$ cat config.mk
export PLATFORM = sky130hd
export DESIGN_NAME = pipe_split_adder
export DESIGN_NICKNAME = d
export VERILOG_FILES = /design/src/rtl/sqrt_pipe_pkg.sv /design/src/rtl/split_add_seg.sv /design/src/rtl/pipe_split_adder.sv
export SDC_FILE = /design/constraint.sdc
export NUM_CORES = 1
export LEC_CHECK = 0
export ABC_CLOCK_PERIOD_IN_PS = 2300
export BUFFER_PORTS_ARGS = -buffer_cell sky130_fd_sc_hd__buf_4
export CAP_MARGIN = 0
export CORE_ASPECT_RATIO = 0.9
export CORE_MARGIN = 4
export CORE_UTILIZATION = 45
export DETAILED_ROUTE_END_ITERATION = 16
export PLACE_DENSITY_LB_ADDON = 0.1
export SYNTH_ARGS = -nofsm -noshare
export SYNTH_HDL_FRONTEND = slang
export SYNTH_HIERARCHICAL = 1
export SYNTH_SLANG_ARGS = --single-unit
$ cat constraint.sdc
create_clock -name clk -period 2.3 [get_ports clk]
set_input_delay 0.69 -clock clk [delete_from_list [all_inputs] [get_ports clk]]
set_output_delay 0.69 -clock clk [all_outputs]
set_load 0.03 [all_outputs]
$ cat src/rtl/sqrt_pipe_pkg.sv
// Shared definitions for the square-root datapath pipeline blocks:
// segment-width helper and the bit positions of the sideband tag.
package sqrt_pipe_pkg;

  // Tag bit positions carried alongside the operands.
  localparam int TAG_READY = 0;
  localparam int TAG_WR    = 1;
  localparam int TAG_N     = 2;

  // Width of one operand segment when WIDTH is cut into STAGES pieces.
  function automatic int seg_w(input int width, input int stages);
    return width / stages;
  endfunction

endpackage

$ cat src/rtl/split_add_seg.sv
// One stage of the split-carry adder: adds operand segment LOW_W+:SEG_W
// with the incoming carry, appends it to the accumulated low sum and
// forwards the untouched high operand bits to the next stage.
// Vectors on the ports are full operand width; bits this stage neither
// consumes nor produces are ignored on input and zero on output.
module split_add_seg #(
  parameter int SEG_W  = 8,
  parameter int LOW_W  = 0,
  parameter int HIGH_W = 8,
  parameter int TAG_W  = 3,
  localparam int W     = LOW_W + SEG_W + HIGH_W
) (
  input  logic             clk,
  input  logic             rst,
  input  logic             en_i,
  input  logic             flush_i,
  input  logic             valid_i,
  input  logic             carry_i,
  input  logic [W-1:0]     a_i,
  input  logic [W-1:0]     b_i,
  input  logic [W-1:0]     sum_i,
  input  logic [TAG_W-1:0] tag_i,
  output logic             valid_o,
  output logic             carry_o,
  output logic [W-1:0]     a_o,
  output logic [W-1:0]     b_o,
  output logic [W-1:0]     sum_o,
  output logic [TAG_W-1:0] tag_o
);

  localparam int OUT_W = LOW_W + SEG_W;

  logic [SEG_W:0]     seg_sum_s;
  logic [OUT_W-1:0]   low_next_s;
  logic               load_s;
  logic               valid_r;
  logic               carry_r;
  logic [OUT_W-1:0]   sum_r;
  logic [TAG_W-1:0]   tag_r;

  // Data registers move only on an advance; a flush leaves them alone.
  assign load_s = en_i & ~flush_i;

  // Segment adder: one SEG_W-bit add with carry-in and carry-out.
  always_comb begin
    seg_sum_s = {1'b0, a_i[LOW_W +: SEG_W]} + {1'b0, b_i[LOW_W +: SEG_W]}
              + {{SEG_W{1'b0}}, carry_i};
  end

  if (LOW_W > 0) begin : g_low
    logic unused_s;
    assign low_next_s = {seg_sum_s[SEG_W-1:0], sum_i[LOW_W-1:0]};
    assign unused_s   = ^{a_i[LOW_W-1:0], b_i[LOW_W-1:0], sum_i[W-1:LOW_W]};
  end else begin : g_nolow
    logic unused_s;
    assign low_next_s = seg_sum_s[SEG_W-1:0];
    assign unused_s   = ^sum_i;
  end

  // Valid bit: flush clears it unconditionally, otherwise follows on advance.
  always_ff @(posedge clk or posedge rst) begin
    if (rst) begin
      valid_r <= 1'b0;
    end else if (flush_i) begin
      valid_r <= 1'b0;
    end else if (en_i) begin
      valid_r <= valid_i;
    end else begin
      valid_r <= valid_r;
    end
  end

  // Low sum, carry and tag capture on advance.
  always_ff @(posedge clk or posedge rst) begin
    if (rst) begin
      sum_r   <= {OUT_W{1'b0}};
      carry_r <= 1'b0;
      tag_r   <= {TAG_W{1'b0}};
    end else if (load_s) begin
      sum_r   <= low_next_s;
      carry_r <= seg_sum_s[SEG_W];
      tag_r   <= tag_i;
    end else begin
      sum_r   <= sum_r;
      carry_r <= carry_r;
      tag_r   <= tag_r;
    end
  end

  if (HIGH_W > 0) begin : g_high
    logic [HIGH_W-1:0] a_hi_r;
    logic [HIGH_W-1:0] b_hi_r;

    // Operand bits still waiting for later stages.
    always_ff @(posedge clk or posedge rst) begin
      if (rst) begin
        a_hi_r <= {HIGH_W{1'b0}};
        b_hi_r <= {HIGH_W{1'b0}};
      end else if (load_s) begin
        a_hi_r <= a_i[W-1 -: HIGH_W];
        b_hi_r <= b_i[W-1 -: HIGH_W];
      end else begin
        a_hi_r <= a_hi_r;
        b_hi_r <= b_hi_r;
      end
    end

    assign a_o   = {a_hi_r, {OUT_W{1'b0}}};
    assign b_o   = {b_hi_r, {OUT_W{1'b0}}};
    assign sum_o = {{HIGH_W{1'b0}}, sum_r};
  end else begin : g_nohigh
    assign a_o   = {W{1'b0}};
    assign b_o   = {W{1'b0}};
    assign sum_o = sum_r;
  end

  assign valid_o = valid_r;
  assign carry_o = carry_r;
  assign tag_o   = tag_r;

endmodule

$ cat src/rtl/pipe_split_adder.sv
// Pipelined split-carry adder/subtractor. The operands are cut into
// STAGES segments; each stage resolves one segment and hands its carry
// to the next. A single global advance stalls the whole pipe when the
// output is held by the consumer.
module pipe_split_adder
  import sqrt_pipe_pkg::*;
#(
  parameter int WIDTH  = 16,
  parameter int STAGES = 2,
  parameter int TAG_W  = 3
) (
  input  logic             clk,
  input  logic             rst,
  input  logic             flush_i,
  input  logic             in_valid_i,
  output logic             in_ready_o,
  input  logic [WIDTH-1:0] a_i,
  input  logic [WIDTH-1:0] b_i,
  input  logic             sub_i,
  input  logic [TAG_W-1:0] tag_i,
  output logic             out_valid_o,
  input  logic             out_ready_i,
  output logic [WIDTH-1:0] sum_o,
  output logic             co_o,
  output logic [TAG_W-1:0] tag_o
);

  localparam int SEG_W = seg_w(WIDTH, STAGES);

  if (STAGES < 1 || (WIDTH % STAGES) != 0) begin : g_bad_cfg
    $error("pipe_split_adder: WIDTH must be a multiple of STAGES and STAGES >= 1");
  end

  logic             adv_s;
  logic [WIDTH-1:0] a_pipe_s     [0:STAGES];
  logic [WIDTH-1:0] b_pipe_s     [0:STAGES];
  logic [WIDTH-1:0] sum_pipe_s   [0:STAGES];
  logic             carry_pipe_s [0:STAGES];
  logic             valid_pipe_s [0:STAGES];
  logic [TAG_W-1:0] tag_pipe_s   [0:STAGES];
  logic             unused_tail_s;

  // The pipe moves whenever the output slot is empty or being consumed;
  // out_ready_i reaches in_ready_o combinationally on purpose.
  assign adv_s      = out_ready_i | ~out_valid_o;
  assign in_ready_o = adv_s;

  // Subtraction is A + ~B + 1, so invert B and inject the carry at entry.
  assign a_pipe_s[0]     = a_i;
  assign b_pipe_s[0]     = sub_i ? ~b_i : b_i;
  assign carry_pipe_s[0] = sub_i;
  assign sum_pipe_s[0]   = {WIDTH{1'b0}};
  assign valid_pipe_s[0] = in_valid_i;
  assign tag_pipe_s[0]   = tag_i;

  for (genvar k = 0; k < STAGES; k++) begin : g_stage
    split_add_seg #(
      .SEG_W  (SEG_W),
      .LOW_W  (k * SEG_W),
      .HIGH_W (WIDTH - (k + 1) * SEG_W),
      .TAG_W  (TAG_W)
    ) u_seg (
      .clk     (clk),
      .rst     (rst),
      .en_i    (adv_s),
      .flush_i (flush_i),
      .valid_i (valid_pipe_s[k]),
      .carry_i (carry_pipe_s[k]),
      .a_i     (a_pipe_s[k]),
      .b_i     (b_pipe_s[k]),
      .sum_i   (sum_pipe_s[k]),
      .tag_i   (tag_pipe_s[k]),
      .valid_o (valid_pipe_s[k+1]),
      .carry_o (carry_pipe_s[k+1]),
      .a_o     (a_pipe_s[k+1]),
      .b_o     (b_pipe_s[k+1]),
      .sum_o   (sum_pipe_s[k+1]),
      .tag_o   (tag_pipe_s[k+1])
    );
  end

  // The last stage has no operand bits left to forward.
  assign unused_tail_s = ^{a_pipe_s[STAGES], b_pipe_s[STAGES]};

  assign out_valid_o = valid_pipe_s[STAGES];
  assign sum_o       = sum_pipe_s[STAGES];
  assign co_o        = carry_pipe_s[STAGES];
  assign tag_o       = tag_pipe_s[STAGES];

endmodule

* Yosys cells after proc, flatten, opt, wreduce, memory -nomap -nowiden *
Index checks and enable logic that the tools add are counted.

storage, ports and cells
  register bits = 50
  input port bits = 41
  output and inout port bits = 22

operators by class
  add/sub/neg operators = 4
  multiplexer cells = 5
  bitwise logic cells = 5
  reductions and logical operators = 1

operator list
  operator                                number
  8-bit by 8-bit adder with 9-bit output  2
  9-bit by 1-bit adder with 9-bit output  2
  16-bit 2-to-1 mux                       1
  16-bit NOT                              1
  1-bit 2-to-1 mux                        4
  1-bit NOT                               2
  2-bit nonzero test                      1
  1-bit bitwise AND                       1
  1-bit OR                                1

* Depth between registers and ports, before layout *
Gate-level depths: netlist (run 1).

  word-level depth = 4
  mapped depth = 8
  gate-level depth less buffers = 7

* Modules after synthesis *
The synthesis (run 1) kept the hierarchy.

modules (own cells, without submodules)
  module                            instances  cells an instance  area each (µm²)  sequential area each (µm²)
  split_add_seg (g_stage[0].u_seg)  1          182                1630.3           725.7
  split_add_seg (g_stage[1].u_seg)  1          156                1401.3           525.5
  pipe_split_adder                  1          20                 181.4            0.0

* Least setup slack after synthesis (run 1) *
No wires, ideal clock.

  path type = input -> register
  from = in sub_i
  to = reg g_stage[0].u_seg.carry_r
  setup time = 0.119 ns
  data arrival time = 2.615 ns
  setup slack = -0.434 ns
  stages on the path = 8
  buffers on the path = 1
  path through = buf_6 -> xor2_1 -> fa_1 -> fa_1 -> a211oi_2 -> nor2_1 -> o31a_1 -> o21a_1

RTL lines
  item                  RTL line                text
  from (decl)           pipe_split_adder.sv:19  input logic sub_i,
  to (signal assigned)  split_add_seg.sv:81     carry_r <= seg_sum_s[SEG_W];
  to (signal assigned)  split_add_seg.sv:85     carry_r <= carry_r;
  to (decl)             split_add_seg.sv:37     logic carry_r;

==> run_results.csv, run 1 <==
group,metric,value,unit
status,run_status,"finished with violations",
status,violations,"negative setup slack",
flow_run,drv_cap,0,
clock_tree,cts_tree,"done",
setup_path,cp_max_fo,2,
power_and_ir_drop,cellPowerDensity,779,mW/mm^2
setup_path,path_common_cell,"fa_2",
setup_path,worst_setup_path_end_kind,"register",
final_layout,layout-drive-gt1-share,0.293,
global_route,antenna_found_initial,0,
setup_path,cp_num_cells,9,
global_route,grt_pass1_vias,2359,
timing,fin_skew,0.00718,ns
clock_tree,htree_levels,2,
clock_tree,clk_pin_slew,0.09,ns
yosys,avgSynthCellArea,9.30,um^2
floorplanning,dieWidth,90.9,um
timing,max_slew_margin,0.701,
setup_path,rr_worst_depth,6,
placement,io_buffer_count,62,
global_route,grt_overflow,0,
setup_path,cp_top_family,"adder cells",
yosys,yosys_warnings,6,
route,vias,2322,
timing,postLayoutSetupSlackWorst,-0.0319,ns
setup_path,slowest_stage,"fa_2",
route,ant_nets,0,
floorplanning,num_io_pins,63,
yosys,synth_nets,358,
placement,globalplace.congestion,0.768,
floorplanning,die_y,82.6,um
setup_path,critical_path_class,"in2reg",
clock_tree,cts_sinks,50,
worst_hold_path,min_path_type,"in2async",
setup_path,max_stage_delay,0.40,ns
setup_path,arrival,2.52,ns
final_layout,area_delta_synth_final,29.9,%
timing,post-route-period-util,1.01,
timing,finalSetupViolCount,2,
floorplanning,start_util,0.478,
power_and_ir_drop,ir_drop,0.364,mV
final_layout,final_nets,444,
setup_path,crit_required,2.49,ns
timing,tightest_slew,0.448,ns
final_layout,antenna_cells,0,
timing,max_clock_freq,429,MHz
setup_path,critPathBufInv,2,
route,wire_per_inst,14.0,um
power_and_ir_drop,p_leak,0.00188,uW
floorplanning,rows,26,
yosys,syn_inst,299,
power_and_ir_drop,total_power,2820,uW
route,firstDrtPassIters,5,
global_route,grt_pass1_wl,11.1,mm
route,drt-initial-drc-count,87,
global_route,grt_max_degree,26,
timing,drv_slew,0,
floorplanning,die_area,0.00750,mm^2
floorplanning,coreArea,0.00582,mm^2
clock_tree,cts_buffers,5,
setup_path,worstSetupStartpointType,"input port",
yosys,synth.cell_area,0.00278,mm^2
setup_path,critical_path.cell_chain,"buf_6 > xor2_2 > fa_2 > fa_2 > a211oi_2 > buf_4 > o21bai_1 > a211oi_1 > o31ai_1",
placement,dp_hpwl,4.87,mm
route,drc,0,
route,via_per_inst,5.09,
timing,rsz0062_at_grt,"yes",
global_route,grt_use_total,0.187,
clock_tree,insertion_delay,0.30,ns
route,wl,6.37,mm
timing,min_period,2.33,ns
timing,final_hold_viol_count,0,
timing,fin_setup_tns,-0.0545,ns
clock_tree,cts_root_buf,"clkbuf_8",
clock_tree,cts_buffer_depth,2,
## layout by cell type (no fill, tap or decap), types with 2 or more instances in the layout
| cell | count |
|---|---|
| nor3b_1 | 4 |
| nor2_1 | 8 |
| clkbuf_8 | 5 |
| a211o_1 | 2 |
| nor4_1 | 2 |
| ha_1 | 14 |
| xnor2_1 | 2 |
| nand4_1 | 2 |
| a211oi_2 | 5 |
| xor2_2 | 2 |
| mux2i_1 | 2 |
| o31ai_1 | 6 |
| buf_4 | 91 |
| buf_6 | 2 |
| o21a_1 | 6 |
| nand2b_1 | 3 |
| nand2_1 | 110 |
| dfrtp_1 | 50 |
| or4_1 | 2 |
| inv_1 | 4 |
| o21bai_1 | 4 |
| o21ai_1 | 2 |
| fa_2 | 3 |
| a211oi_1 | 5 |
| nor3_1 | 6 |
| o21ai_0 | 8 |
| xor2_1 | 14 |
| nand3_1 | 2 |
| a221o_1 | 2 |
| a21o_1 | 3 |
| a221oi_1 | 2 |
| or3_1 | 2 |
| o31a_1 | 2 |
## worst register-to-register path, stage by stage (launching register included)
cell	delay, ns
dfrtp_1	0.41
fa_1	0.49
fa_2	0.39
a211oi_2	0.26
nor2_1	0.09
o31a_1	0.27
o31ai_1	0.21
## registers in the layout, indices dropped and copies added (netlist names)
signal	flops
g_stage.u_seg/g_high.b_hi_r	8
g_stage.u_seg/sum_r	8
g_stage.u_seg/carry_o	2
g_stage.u_seg/valid_o	2
g_stage.u_seg/tag_o	6
g_stage.u_seg/g_high.a_hi_r	8
g_stage.u_seg/sum_o	16
## routing by layer
layer  routed length (um)  up-vias  global-route usage
met5                    0        -                   0
met4                   55        0              0.0452
met3                  291        4              0.0371
met2                 2930       49               0.315
met1                 3080     1084               0.251
li1                     -     1185                   -
## layout make-up
type                            instances  area, um^2
Clock buffer                            6        72.6
Tap cell                               70        87.6
Clock inverter                          2        37.5
Timing Repair Buffer                   93         706
Inverter                                4        15.0
Multi-Input combinational cell        231        1440
Fill cell                             517        2210
Sequential cell                        50        1250
## final timing paths
kind / from / end / slack, ns
max: b_i[0] / g_stage[0].u_seg/sum_r[6] / -0.03
min: rst / g_stage[1].u_seg/sum_o[4] / 0.27
max reg2reg: g_stage[0].u_seg/g_high.a_hi_r[0] / g_stage[1].u_seg/sum_o[14] / 0.09
min reg2reg: g_stage[0].u_seg/sum_r[2] / g_stage[1].u_seg/sum_o[2] / 0.46
max in group asynchronous: rst / g_stage[0].u_seg/sum_r[2] / 1.39
min in group clk: g_stage[0].u_seg/sum_r[2] / g_stage[1].u_seg/sum_o[2] / 0.46
## power by group
part	internal (uW)	total [uW]	switching, uW
Combinational	474	1060	584
Sequential	1050	1140	96.8
Clock	325	615	290
## metrics by stage
step                      instances  hold slack (ns)   util  area [um^2]  worst slack (ns)
after CTS                       455            0.261  0.619         3600           -0.0450
after global routing            456            0.264  0.621         3610           -0.0859
final                           456            0.273  0.621         3610           -0.0319
after floorplan                 299            0.437      -         2810            -0.281
after global placement          446            0.448  0.596         3470            -0.331
after detailed placement        446            0.454  0.596         3470            -0.391
## what timing repair did
item | in CTS | in global routing
resized for setup | 3 | 1
setup endpoints to repair | 3 | 5
buffers inserted | 1 | 1
cloned | 0 | 0
pin swaps | 1 | 8
hold buffers | 0 | 0
No activity file was read; power rests on OpenSTA's default activity.
==> run 2, diff against run 1 <==
--- a/config.mk
+++ b/config.mk
@@ -10,7 +10,7 @@
 export CAP_MARGIN = 0
 export CORE_ASPECT_RATIO = 0.9
 export CORE_MARGIN = 4
-export CORE_UTILIZATION = 45
+export CORE_UTILIZATION = 50
 export DETAILED_ROUTE_END_ITERATION = 16
 export PLACE_DENSITY_LB_ADDON = 0.1
 export SYNTH_ARGS = -nofsm -noshare
==> run_results.csv, run 2 (synthesized netlist as in run 1, its figures left out) <==
group,metric,value,unit
status,run_status,"completed",
flow_run,drv_cap,0,
clock_tree,cts_buffers,5,
power_and_ir_drop,power_frac_clock,0.194,
setup_path,critical_path_class,"reg2reg",
clock_tree,postCtsHoldBufs,0,
clock_tree,cts_tree,"done",
setup_path,worstSetupStartpointType,"register",
power_and_ir_drop,p_leak,0.00187,uW
final_layout,n_fill_cell,452,
placement,globalplace.congestion,0.816,
floorplanning,num_io_pins,63,
route,ant_nets,0,
route,via_per_inst,5.10,
route,wire_per_inst,13.9,um
route,vias,2305,
setup_path,worst_setup_path_end_kind,"register",
final_layout,antenna_cells,0,
timing,tightest_slew,0.376,ns
route,wl,6.26,mm
global_route,grt_max_degree,30,
clock_tree,cts_buffer_depth,2,
setup_path,rrSetupSlack,0.09,ns
timing,finalSetupViolCount,0,
final_layout,layout-drive-gt1-share,0.294,
placement,dpl-instance-area,0.00347,mm^2
timing,rsz0062_at_grt,"yes",
clock_tree,htree_levels,2,
final_layout,final_nets,443,
floorplanning,coreArea,0.00532,mm^2
final_layout,multiInputGateArea,0.00144,mm^2
final_layout,final_common_cell,"nand2_1",
clock_tree,clk_pin_slew,0.09,ns
floorplanning,start_util,0.523,
final_layout,area_delta_synth_final,29.1,%
power_and_ir_drop,p_seq_frac,0.418,
setup_path,arrival,2.42,ns
floorplanning,dieWidth,86.6,um
global_route,grt_use_total,0.196,
global_route,antenna_found_initial,0,
timing,max_slew_margin,0.749,
placement,dp_hpwl,4.87,mm
placement,post-place-ws,-0.363,ns
final_layout,fin_area,0.00359,mm^2
final_layout,seq_area,0.00125,mm^2
power_and_ir_drop,switching_share,0.355,
timing,min_period,2.21,ns
setup_path,crit_required,2.50,ns
timing,fin_skew,0.00684,ns
timing,drv_slew,0,
clock_tree,insertion_delay,0.30,ns
placement,dpl.cell_count,443,
power_and_ir_drop,comb_power_share,0.388,
power_and_ir_drop,ir_drop,0.422,mV
timing,final_hold_viol_count,0,
power_and_ir_drop,intPower,1760,uW
global_route,grt_overflow,0,
route,firstDrtPassIters,4,
setup_path,cp_max_fo,2,
floorplanning,rows,25,
clock_tree,cts_root_buf,"clkbuf_8",
timing,post-route-period-util,0.962,
placement,io_buffer_count,62,
floorplanning,die_y,78.8,um
route,drt-initial-drc-count,118,
final_layout,final_cells,452,
timing,postLayoutSetupSlackWorst,0.0870,ns
route,drc,0,
timing,max_clock_freq,452,MHz
power_and_ir_drop,p_switching,971,uW
clock_tree,cts_sinks,50,
floorplanning,die_area,0.00682,mm^2
final_layout,largest_reg_flops,16,
worst_hold_path,min_path_type,"in2async",
final_layout,final_cell_mix,"nand2_1 (110), buf_4 (89), dfrtp_1 (50)",
power_and_ir_drop,cellPowerDensity,761,mW/mm^2
global_route,grt_pass1_wl,10.6,mm
global_route,grt_pass1_vias,2310,
## run 2: final cells by class
| type | instances | area share |
|---|---|---|
| Clock buffer | 6 | 0.0230 |
| Clock inverter | 2 | 0.00348 |
| Inverter | 4 | 0.00418 |
| Multi-Input combinational cell | 231 | 0.402 |
| Sequential cell | 50 | 0.348 |
| Tap cell | 67 | 0.0233 |
| Timing Repair Buffer | 92 | 0.195 |
## run 2: worst paths after layout
kind                       cells after the start                               from                   endpoint
setup / recovery                               6  g_stage[0].u_seg/g_high.a_hi_r[0]   g_stage[1].u_seg/carry_o
hold / removal                                 2                                rst  g_stage[1].u_seg/sum_o[0]
setup reg to reg                               6  g_stage[0].u_seg/g_high.a_hi_r[0]   g_stage[1].u_seg/carry_o
hold reg to reg                                2          g_stage[0].u_seg/tag_o[2]  g_stage[1].u_seg/tag_o[2]
max in group asynchronous                      3                                rst   g_stage[1].u_seg/valid_o
min in group clk                               2          g_stage[0].u_seg/tag_o[2]  g_stage[1].u_seg/tag_o[2]
## run 2: stage by stage
stage | TNS, ns | utilization | hold WS [ns] | power, uW
3_3_place_gp | -1.33 | 0.652 | 0.450 | 2190
2_1_floorplan | -0.594 | - | 0.437 | 1820
4_1_cts | 0 | 0.673 | 0.338 | 2750
6_report | 0 | 0.675 | 0.335 | 2730
3_5_place_dp | -1.58 | 0.652 | 0.456 | 2220
5_1_grt | -0.00711 | 0.675 | 0.343 | 2910
## run 2: layer usage
metal / vias up / routed length, um / GRT usage
li1: 1176 / - / -
met1: 1072 / 2910 / 0.259
met2: 51 / 2950 / 0.339
met3: 6 / 322 / 0.0259
met4: 0 / 75 / 0.0514
met5: - / 0 / 0
## run 2: power by group through the flow
stage | logic, uW | registers (uW) | clock network [uW]
after floorplan | 491 | 1330 | 0
after global placement | 1040 | 1160 | 0
after detailed placement | 1060 | 1160 | 0
after CTS | 1070 | 1140 | 541
after global routing | 1160 | 1170 | 583
final | 1060 | 1140 | 530
## run 2: critical path, stage by stage, from the launching register on
cell and delay [ns]:
dfrtp_1 0.41, fa_1 0.48, fa_2 0.39, a211oi_2 0.26, nor2_1 0.10, o31a_1 0.28, o21a_1 0.19
## run 2: what timing repair did
item,in CTS,in global routing
pin swaps,3,2
gates resized for setup,1,4
endpoints found under the hold margin,0,0
buffers inserted,1,0
endpoints found under the setup margin,3,6
gates cloned,0,0
==> run 3, diff against run 2 <==
--- a/config.mk
+++ b/config.mk
@@ -8,7 +8,6 @@
 export ABC_CLOCK_PERIOD_IN_PS = 2300
 export BUFFER_PORTS_ARGS = -buffer_cell sky130_fd_sc_hd__buf_4
 export CAP_MARGIN = 0
-export CORE_ASPECT_RATIO = 0.9
 export CORE_MARGIN = 4
 export CORE_UTILIZATION = 50
 export DETAILED_ROUTE_END_ITERATION = 16
==> run_results.csv, run 3 (synthesized netlist as in run 1, its figures left out) <==
group,metric,value,unit
floorplanning,coreArea,0.00524,mm^2
flow_run,drv_cap,0,
final_layout,final_cell_mix,"nand2_1 (110), buf_4 (90), dfrtp_1 (50)",
route,vias,2362,
power_and_ir_drop,cellPowerDensity,753,mW/mm^2
setup_path,critical_path.cell_chain,"buf_6 > xor2_2 > fa_2 > fa_2 > a211oi_2 > nor2_1 > o31a_1 > o21a_1",
clock_tree,cts_tree,"done",
final_layout,layout-drive-gt1-share,0.294,
worst_hold_path,min_path_type,"in2async",
timing,drv_slew,0,
placement,globalplace.congestion,0.844,
clock_tree,cts_buffer_depth,2,
timing,holdWs,0.328,ns
final_layout,n_fill_cell,441,
setup_path,cp_max_fo,2,
timing,post-route-period-util,1.01,
setup_path,path_common_cell,"fa_2",
global_route,antenna_found_initial,0,
clock_tree,postCtsHoldBufs,0,
clock_tree,cts_sinks,50,
route,ant_nets,0,
clock_tree,insertion_delay,0.31,ns
final_layout,largest_reg_flops,16,
route,wl_met2,3.10,mm
clock_tree,cts_buffers,5,
final_layout,area_delta_synth_final,28.7,%
route,firstDrtPassIters,4,
floorplanning,die_area,0.00682,mm^2
final_layout,fin_area,0.00358,mm^2
timing,max_slew_margin,0.753,
power_and_ir_drop,p_leak,0.00187,uW
power_and_ir_drop,total_power,2690,uW
floorplanning,num_io_pins,63,
placement,dp_hpwl,4.79,mm
timing,postLayoutSetupSlackWorst,-0.0189,ns
clock_tree,cts_root_buf,"clkbuf_8",
final_layout,antenna_cells,0,
clock_tree,htree_levels,2,
timing,rsz0062_at_grt,"yes",
placement,dpl-instance-area,0.00348,mm^2
clock_tree,clk_pin_slew,0.09,ns
setup_path,crit-reg2reg-launch,"g_stage[0].u_seg/g_high.a_hi_r[0]",
global_route,grt_overflow,0,
setup_path,worstSetupStartpointType,"input port",
route,drc,0,
setup_path,rrSetupSlack,0.09,ns
floorplanning,start_util,0.531,
placement,post-place-ws,-0.372,ns
power_and_ir_drop,ir_drop,0.304,mV
setup_path,arrival,2.53,ns
floorplanning,rows,26,
placement,dpl.cell_count,447,
clock_tree,cts_setup_buffers,0,
setup_path,crit_required,2.51,ns
route,wl,6.21,mm
setup_path,max_stage_delay,0.40,ns
route,wl_met1,2.77,mm
floorplanning,dieWidth,82.6,um
timing,final_hold_viol_count,0,
timing,fin_skew,0.00792,ns
route,dr_wl_met3,296,um
global_route,grt_max_degree,30,
final_layout,final_cells,454,
setup_path,critical_path_class,"in2reg",
status,violations,"negative setup slack",
placement,io_buffer_count,62,
final_layout,final_nets,443,
global_route,grt_use_total,0.197,
route,wire_per_inst,13.7,um
status,run_status,"finished with violations",
floorplanning,die_y,82.6,um
timing,min_period,2.32,ns
timing,tightest_slew,0.371,ns
setup_path,worst_setup_path_end_kind,"register",
global_route,grt_pass1_wl,10.2,mm
timing,max_clock_freq,431,MHz
setup_path,rr_worst_depth,6,
setup_path,reg2reg_to,"g_stage[1].u_seg/carry_o",
timing,finalSetupViolCount,2,
global_route,grt_pass1_vias,2210,
route,via_per_inst,5.20,
final_layout,final_common_cell,"nand2_1",
route,routed.top_layer,"met4",
setup_path,slowest_stage,"fa_2",
route,drt-initial-drc-count,131,
## run 3: through the flow
| step | util | TNS [ns] |
|---|---|---|
| floorplan | - | -0.594 |
| global placement | 0.664 | -1.35 |
| detailed placement | 0.664 | -1.54 |
| CTS | 0.681 | -0.0473 |
| global route | 0.683 | -0.149 |
| finish | 0.683 | -0.0300 |
## run 3: what timing repair did
action / in CTS / in global routing
pin swaps: 1 / 6
gates resized for setup: 2 / 3
endpoints found under the setup margin: 3 / 5
## run 3: worst max-delay path by stage
stage / startpoint / to / slack (ns) / depth (start not counted)
floorplan: sub_i / g_stage[0].u_seg/carry_o / -0.28 / 8
global placement: b_i[0] / g_stage[0].u_seg/carry_o / -0.33 / 8
detailed placement: b_i[0] / g_stage[0].u_seg/sum_r[6] / -0.37 / 8
CTS: b_i[0] / g_stage[0].u_seg/sum_r[6] / -0.03 / 8
global route: b_i[0] / g_stage[0].u_seg/sum_r[6] / -0.07 / 8
finish: b_i[0] / g_stage[0].u_seg/carry_o / -0.02 / 8
## run 3: critical path, delay by kind of cell
| family | cells | cell delay, ns |
|---|---|---|
| AOI/OAI and AO/OA | 3 | 0.72 |
| xor gates and xnor gates | 1 | 0.17 |
| and+or+nand+nor | 1 | 0.09 |
| adders and majority gates | 2 | 0.75 |
| buffers and inverters | 1 | 0.10 |
## run 3: cell type report
class / instances / area (um^2) / area share
Inverter: 4 / 15.0 / 0.00419
Timing Repair Buffer: 92 / 698 / 0.195
Multi-Input combinational cell: 231 / 1450 / 0.405
Clock inverter: 2 / 10.0 / 0.00280
Sequential cell: 50 / 1250 / 0.350
Tap cell: 70 / 87.6 / 0.0245
Clock buffer: 5 / 68.8 / 0.0192
## run 3: layer usage
metal,global-route usage,vias up
li1,-,1175
met1,0.256,1131
met2,0.332,49
met3,0.0380,7
met4,0.0588,0
met5,0,-
## run 3: power by group
part / switching, uW / leakage, uW / internal [uW]
registers: 103 / 0.000613 / 1050
logic: 581 / 0.00121 / 472
clock network: 287 / 0.0000438 / 205
